### src/rtl/dmem_ctrl_if.sv
// Memory bus between the data-memory controller (master) and the memory (slave).
interface dmem_ctrl_if;
  logic        mem_req;
  logic        mem_we;
  logic [31:0] mem_addr;
  logic [31:0] mem_wdata;
  logic        mem_ack;
  logic [31:0] mem_rdata;

  modport master (
    output mem_req, mem_we, mem_addr, mem_wdata,
    input  mem_ack, mem_rdata
  );

  modport slave (
    input  mem_req, mem_we, mem_addr, mem_wdata,
    output mem_ack, mem_rdata
  );
endinterface

### src/rtl/dmem_ctrl.sv
// Data-memory controller: turns datapath load/store requests into a req/ack bus
// transaction, stalling the pipeline and aborting with a fault on misalignment or timeout.
module dmem_ctrl #(
  parameter logic [7:0] TIMEOUT = 8'd255
) (
  input  logic        clk,
  input  logic        rst,
  input  logic        memread,
  input  logic        memwrite,
  input  logic [31:0] addr,
  input  logic [31:0] wdata,
  output logic [31:0] readdata,
  output logic        stall,
  output logic        fault,
  output logic [31:0] stall_cnt,
  dmem_ctrl_if.master bus
);

  localparam int unsigned DW = 32;
  localparam int unsigned WW = 8;

  typedef enum logic [1:0] {
    IDLE = 2'd0,
    BUSY = 2'd1,
    DONE = 2'd2
  } state_e;

  state_e          state_q,     state_d;
  logic [DW-1:0]   addr_q,      addr_d;
  logic [DW-1:0]   wdata_q,     wdata_d;
  logic            we_q,        we_d;
  logic [WW-1:0]   wait_q,      wait_d;
  logic            fault_q,     fault_d;
  logic [DW-1:0]   readdata_q,  readdata_d;
  logic [DW-1:0]   stall_cnt_q, stall_cnt_d;

  logic access;
  logic misaligned;
  logic stall_c;
  logic fault_c;

  assign access     = memread | memwrite;
  assign misaligned = (addr[1:0] != 2'b00);

  // Next-state, latch and combinational handshake outputs
  always_comb begin
    state_d    = state_q;
    addr_d     = addr_q;
    wdata_d    = wdata_q;
    we_d       = we_q;
    wait_d     = wait_q;
    fault_d    = fault_q;
    readdata_d = readdata_q;
    stall_c    = 1'b0;
    fault_c    = 1'b0;

    unique case (state_q)
      IDLE: begin
        if (access) begin
          if (misaligned) begin
            fault_c    = 1'b1;
            readdata_d = '0;
          end else begin
            stall_c = 1'b1;
            addr_d  = addr;
            wdata_d = wdata;
            we_d    = memwrite;
            wait_d  = '0;
            state_d = BUSY;
          end
        end
      end
      BUSY: begin
        stall_c = 1'b1;
        // An ack always wins over a timeout falling on the same cycle
        if (bus.mem_ack) begin
          if (!we_q) readdata_d = bus.mem_rdata;
          wait_d  = '0;
          state_d = DONE;
        end else if (wait_q == TIMEOUT) begin
          readdata_d = '0;
          fault_d    = 1'b1;
          wait_d     = '0;
          state_d    = DONE;
        end else begin
          wait_d = wait_q + WW'(1);
        end
      end
      DONE: begin
        fault_c = fault_q;
        fault_d = 1'b0;
        state_d = IDLE;
      end
      default: state_d = IDLE;
    endcase
  end

  // Reset must silence the combinational stall/fault paths immediately
  assign stall = stall_c & ~rst;
  assign fault = fault_c & ~rst;

  always_comb begin
    stall_cnt_d = stall_cnt_q;
    if (stall && (stall_cnt_q != '1)) stall_cnt_d = stall_cnt_q + DW'(1);
  end

  always_ff @(posedge clk or posedge rst) begin
    if (rst) begin
      state_q     <= IDLE;
      addr_q      <= '0;
      wdata_q     <= '0;
      we_q        <= 1'b0;
      wait_q      <= '0;
      fault_q     <= 1'b0;
      readdata_q  <= '0;
      stall_cnt_q <= '0;
    end else begin
      state_q     <= state_d;
      addr_q      <= addr_d;
      wdata_q     <= wdata_d;
      we_q        <= we_d;
      wait_q      <= wait_d;
      fault_q     <= fault_d;
      readdata_q  <= readdata_d;
      stall_cnt_q <= stall_cnt_d;
    end
  end

  assign readdata      = readdata_q;
  assign stall_cnt     = stall_cnt_q;
  assign bus.mem_req   = (state_q == BUSY);
  assign bus.mem_we    = we_q;
  assign bus.mem_addr  = addr_q;
  assign bus.mem_wdata = wdata_q;

endmodule

### src/flat_wrapper.sv
// flat-port wrapper written by rule: the top's interface ports become plain ports
module dmem_ctrl_flat 
#(
  parameter logic [7:0] TIMEOUT = 8'd255
)
  (clk, rst, memread, memwrite, addr, wdata, readdata, stall, fault, stall_cnt, bus_mem_req, bus_mem_we, bus_mem_addr, bus_mem_wdata, bus_mem_ack, bus_mem_rdata);
  dmem_ctrl_if bus_i ();
  input  logic clk;
  input  logic rst;
  input  logic memread;
  input  logic memwrite;
  input  logic [31:0] addr;
  input  logic [31:0] wdata;
  output logic [31:0] readdata;
  output logic stall;
  output logic fault;
  output logic [31:0] stall_cnt;
  output wire logic [$bits(bus_i.mem_req)-1:0] bus_mem_req;
  output wire logic [$bits(bus_i.mem_we)-1:0] bus_mem_we;
  output wire logic [$bits(bus_i.mem_addr)-1:0] bus_mem_addr;
  output wire logic [$bits(bus_i.mem_wdata)-1:0] bus_mem_wdata;
  input wire logic [$bits(bus_i.mem_ack)-1:0] bus_mem_ack;
  input wire logic [$bits(bus_i.mem_rdata)-1:0] bus_mem_rdata;
  assign bus_mem_req = bus_i.mem_req;
  assign bus_mem_we = bus_i.mem_we;
  assign bus_mem_addr = bus_i.mem_addr;
  assign bus_mem_wdata = bus_i.mem_wdata;
  assign bus_i.mem_ack = bus_mem_ack;
  assign bus_i.mem_rdata = bus_mem_rdata;
  dmem_ctrl #(.TIMEOUT(TIMEOUT)) u_core (.clk(clk), .rst(rst), .memread(memread), .memwrite(memwrite), .addr(addr), .wdata(wdata), .readdata(readdata), .stall(stall), .fault(fault), .stall_cnt(stall_cnt), .bus(bus_i));
endmodule
### config.mk
export PLATFORM = sky130hd
export DESIGN_NAME = dmem_ctrl_flat
export DESIGN_NICKNAME = d
export VERILOG_FILES = /design/src/rtl/dmem_ctrl_if.sv /design/src/rtl/dmem_ctrl.sv /design/src/flat_wrapper.sv
export SDC_FILE = /design/constraint.sdc
export NUM_CORES = 1
export LEC_CHECK = 0
export ABC_AREA = 0
export CAP_MARGIN = 20
export CORE_ASPECT_RATIO = 1.2
export CORE_MARGIN = 3
export CORE_UTILIZATION = 47
export DETAILED_ROUTE_END_ITERATION = 12
export GPL_ROUTABILITY_DRIVEN = 0
export HOLD_SLACK_MARGIN = 0.08
export PLACE_DENSITY_LB_ADDON = 0.12
export SLEW_MARGIN = 10
export SYNTH_ARGS = -nofsm -noshare
export SYNTH_HDL_FRONTEND = slang
export SYNTH_SLANG_ARGS = --single-unit
### constraint.sdc
create_clock -name clk -period 6.57 [get_ports clk]
set_input_delay 0.9855 -clock clk [delete_from_list [all_inputs] [get_ports clk]]
set_output_delay 0.9855 -clock clk [all_outputs]
set_load 0.01 [all_outputs]
* Word level (Yosys, flattened, before mapping)
Cells that the tools add are included.
** Word-level totals
- Word-level logic and storage cells :: 61
- Bits in registers :: 140
- Input bits :: 101
** Operators by class
- Equality and inequality tests :: 11
- Reductions and logical operators :: 10
- Add/subtract/negate cells :: 2
- Muxes and demuxes :: 25
- Bitwise gates (word level) :: 5
** Operators with widths (number)
- 32-bit two-way mux :: 5
- 32-bit one-hot mux with 2 select lines :: 1
- 32-bit by 1-bit adder with 32-bit output, second input constant :: 1
- 8-bit two-way mux :: 4
- 32-bit != test, second input constant :: 1
- 8-bit one-hot mux with 2 select lines :: 1
- 3-bit AND reduction :: 4
- 8-bit by 1-bit adder with 8-bit output, second input constant :: 1
- 8-bit == test, second input constant :: 1
- 2-bit two-way mux :: 4
- 1-bit two-way mux :: 6
- 2-bit by 1-bit != test with 1-bit output, second input constant :: 3
- 1-bit one-hot mux with 2 select lines :: 3
- 2-bit nonzero test :: 3
- 5-bit AND reduction :: 1
- 2-bit != test, second input constant :: 2
- 2-bit one-hot mux with 2 select lines :: 1
- 3-bit by 1-bit != test with 1-bit output, second input constant :: 1
- 3-bit != test, second input constant :: 1
- 1-bit AND :: 2
- 2-bit by 1-bit == test with 1-bit output, second input constant :: 1
- 2-bit == test, second input constant :: 1
- 2-bit zero test :: 1
- 1-bit inverter :: 2
- other kinds (2) :: 2

* Longest topological paths before layout
- Word-level depth :: 6
- Depth in mapped cells :: 7

* Worst setup path after synthesis
Ideal clock, no wire load.
- Path type :: input to output
- Start point :: in addr[1]
- End point :: out stall
- Path slack :: 3.913 ns
- Arrival time :: 1.672 ns
- Stages on the path :: 3
- Cells stage by stage :: o31a_1 -> nand2b_1 -> inv_1
** On the way
- Cells in the longest elaborated chain, start to end :: 5
** RTL lines
- start, declared :: line flat_wrapper.sv:12 : input logic [31:0] addr;
- 2-bit nonzero test :: line dmem_ctrl.sv:43 : assign misaligned = (addr[1:0] != 2'b00);
- 1-bit two-way mux :: line dmem_ctrl.sv:60 : if (misaligned) begin
- 1-bit two-way mux :: line dmem_ctrl.sv:59 : if (access) begin
- 1-bit one-hot mux with 2 select lines :: line dmem_ctrl.sv:57 : unique case (state_q)
- 1-bit AND :: line dmem_ctrl.sv:99 : assign stall = stall_c & ~rst;
- end, declared :: line flat_wrapper.sv:15 : output logic stall;
No other way between the ends.

* Final worst setup path
- Start point :: in memwrite
- End point :: out stall
** On the way
- Cells in the longest elaborated chain, start to end :: 4
** RTL lines
- start, declared :: line flat_wrapper.sv:11 : input logic memwrite;
- 1-bit OR :: line dmem_ctrl.sv:42 : assign access = memread | memwrite;
- 1-bit two-way mux :: line dmem_ctrl.sv:59
- 1-bit one-hot mux with 2 select lines :: line dmem_ctrl.sv:57
- 1-bit AND :: line dmem_ctrl.sv:99
No other way between the ends.

==> results by group <==
Synthesis
  – Register bit total from synthesis: 140
  – Yosys top cell area share: 59.92%
  – Syn avg cell area: 11.93 µm²
  – Yosys warning count: 0
  – Sequential share of the synthesized area: 59.92%
  – Synth unique cells: 41
  – Ys flop type: dfrtp_1
  – Post-synth EDFFs: 0
  – Top-count cell post-synth: dfrtp_1
  – Asr flop ratio synth: 100.0%
  – Dominant cells by area after synthesis: dfrtp_1, mux2_2, nand2_1
  – Synthesized net count: about 590
  – Synth cell count leaders: dfrtp_1, nand2_1, mux2_2, o21ai_0, xnor2_1
  – Mapped Area: between 5000 and 6000 µm²
  – Cell accounting for the most synthesized area: dfrtp_1
  – Mapped Cells: 490

Global route
  – Largest net degree at the start of global routing: 75
  – Total Routing Usage GR: about 22%
  – Initial antenna violation count: 0
  – Global-route wire length before repair: 24.32 mm
  – GRT overflow: 0
  – Vias in the first global route: 4695

STA
  – Clock Skews: 0.01133 ns
  – Final Cycle Share: between 60% and 70%
  – Fin. Hold Viols: 0
  – Max Clock Freq: 0.2456 GHz
  – Max Slew Vio Count: 0
  – Final setup fails: 0
  – Final min period: around 4.1 ns
  – Worst-Margin Slew: 1.004 ns
  – Final WS setup: 2.498 ns
  – Final TNS setup: 0 ns
  – Worst slew margin: around a third
  – RSZ-0062 raised after global routing: no

Flow run
  – Max-cap viol count: 0

Drt
  – Routed WL per cell: 16.82 µm
  – TritonRoute pass-1 iters: 4
  – Routed vias: around 4600
  – WL final: between 15 and 20 mm
  – Via-to-Cell Ratio: 5.135
  – Detail Route Antenna Nets: 0
  – DR iter-0 viols: around 180
  – DRC viols: 0

Clocking
  – Num Clock Sinks: 140
  – Total CTS buffers: 17
  – CTS tree: yes
  – CTS max path bufs: 2
  – Skew-Pair Late Insertion Delay: approximately 0.4 ns
  – CTS Hold Bufs: 0
  – CTS H-tree lvls: 4
  – Post-CTS Setup Repair Bufs: 0
  – PostCTS Resize Cnt: 0
  – Worst-path clk slew: ~0.060 ns
  – Root buffer cell: clkbuf_16

Setup path
  – R2r setup slk: 3.37 ns
  – Worst Path Max Fanout: 14
  – CP Capture Type: primary output
  – Critical path arrival: between 3 and 4 ns
  – Startpoint Class: input pin
  – Required time of the critical path: 5.58 ns
  – Worst-case reg-to-reg path depth: 4
  – Reg2reg end: u_core.bus.mem_wdata[29]$_DFFE_PP0P_
  – Reg-to-reg startpoint: u_core.state_q[1]$_DFFE_PP0P_
  – Crit Path Class: in2out

Placement
  – PortBufs: 232
  – Placed cell areas: 8335 µm²
  – Total placed cells including tap cells: 868
  – Pre-CTS setup slack: around 2.6 ns
  – Hpwl dp: ~11 mm

Outcome
  – Outcome: finished clean

Layout
  – # nets final: 829
  – Final Instance Area: 8971 µm²
  – Final Core Density: between 70% and 80%
  – Number of antenna diodes: 0
  – Layout area overhead: 53.43%
  – Final Non-Filler Cells: 898
  – Layout cells sized above 1: 15.06%

Worst hold path
  – Hold path depth: 2
  – Hold Path Sink: u_core.readdata[18]$_DFFE_PP0P_
  – Hold Crit Class: reg2reg
  – Hold Crit Start: u_core.readdata[18]$_DFFE_PP0P_

Floorplan
  – Die ar.: 13820 µm²
  – I/O pins: 233
  – Rows: 44
  – Die Height: 128.2 µm
  – Starting Density: 48.27%
  – Core Box Area: approximately 12000 µm²
  – Die X-Extent: approximately 110 µm

Power
  – Pwr per Cell Area: 316.2 nW/µm²
  – Int Pwr: 0.002108 W
  – Leakage: 3.732 nW
  – Maximum VDD drop: 0.1784 mV
  – Combinational fraction of design power: 24.4%
  – Clock Power Share: a little over a third
  – Flop pwr share: 39.1%
  – Sw Share: between 20% and 30%
  – P_sw: 0.0007280 W
==> worst max-delay path, cell delays in order <==
cell and delay (ns):
clkdlybuf4s50_1 0.45, nor2_1 0.24, o31a_1 0.54, nand2b_1 0.28, inv_1 0.10, clkdlybuf4s50_1 0.48
==> power groups by stage <==
stage / Sequential, W / Clock (W) / Combinational (W)
2_1_floorplan: 0.00118 / 0 / 0.000217
3_3_place_gp: 0.00111 / 0 / 0.000688
3_5_place_dp: 0.00112 / 0 / 0.000699
4_1_cts: 0.00111 / 0.00105 / 0.000704
5_1_grt: 0.00113 / 0.00109 / 0.000739
6_report: 0.00111 / 0.00104 / 0.000693
==> how the worst max path moves through the flow <==
stage	startpoint	end	slack (ns)	cells after the start
after floorplan	rst	u_core.bus.mem_addr[0]$_DFFE_PP0P_	1.83	1
after global placement	memwrite	stall	2.59	6
after detailed placement	memwrite	stall	2.56	6
after CTS	memwrite	stall	2.51	6
after global routing	memwrite	stall	2.38	6
final	memwrite	stall	2.50	6
==> sequential cells by signal, indices dropped and copies added (netlist names) <==
register and count:
u_core.state_q 2, u_core.bus.mem_wdata 32, u_core.bus.mem_we 1, u_core.bus.mem_addr 32
u_core.fault_q 1, u_core.wait_q 8, u_core.stall_cnt 32, u_core.readdata 32
==> final cells by class <==
type | instances | area [µm²]
clock buffer | 19 | 442.9
fill | 850 | 3141
clock inverter | 11 | 192.7
inverter | 5 | 23.77
sequential | 140 | 3503
timing repair buffer | 236 | 2352
tap | 161 | 201.4
multi-input combinational | 326 | 2255
==> placed cells by master, fill, tap and decap left out, drive strengths merged, types with 14 or more instances in the layout <==
master and n:
nand3 14, dfrtp 140, clkdlybuf4s50 232, mux2 64
nor3 14, o21ai 38, nor2 16, xnor2 23
nand2 82, clkbuf 19, nand4 14
==> layer usage <==
layer / track usage (%) / share of wire [%]
met1: 26.22 / 38
met2: 38.69 / 53
met3: 6.801 / 6.5
met4: 8.692 / 1.7
met5: 0 / 0
==> through the flow <==
stage / total power [W] / hold slack, ns
2_1_floorplan: 0.001395 / 0.4754
5_1_grt: 0.002963 / 0.5003
4_1_cts: 0.002867 / 0.4821
3_5_place_dp: 0.001822 / 0.4694
6_report: 0.002836 / 0.4778
3_3_place_gp: 0.001801 / 0.4606
==> logic make-up after synthesis <==
| logic type | Yosys count | share of synthesized area [%] |
|---|---|---|
| xor+xnor | 35 | 5.243 |
| compound gates | 48 | 4.409 |
| mux | 64 | 12.39 |
| simple gates | 177 | 15.69 |
| buf+inv | 24 | 1.926 |
| fa+ha+maj | 2 | 0.4279 |
| flops | 140 | 59.92 |
(Power assumes the default switching activity.)
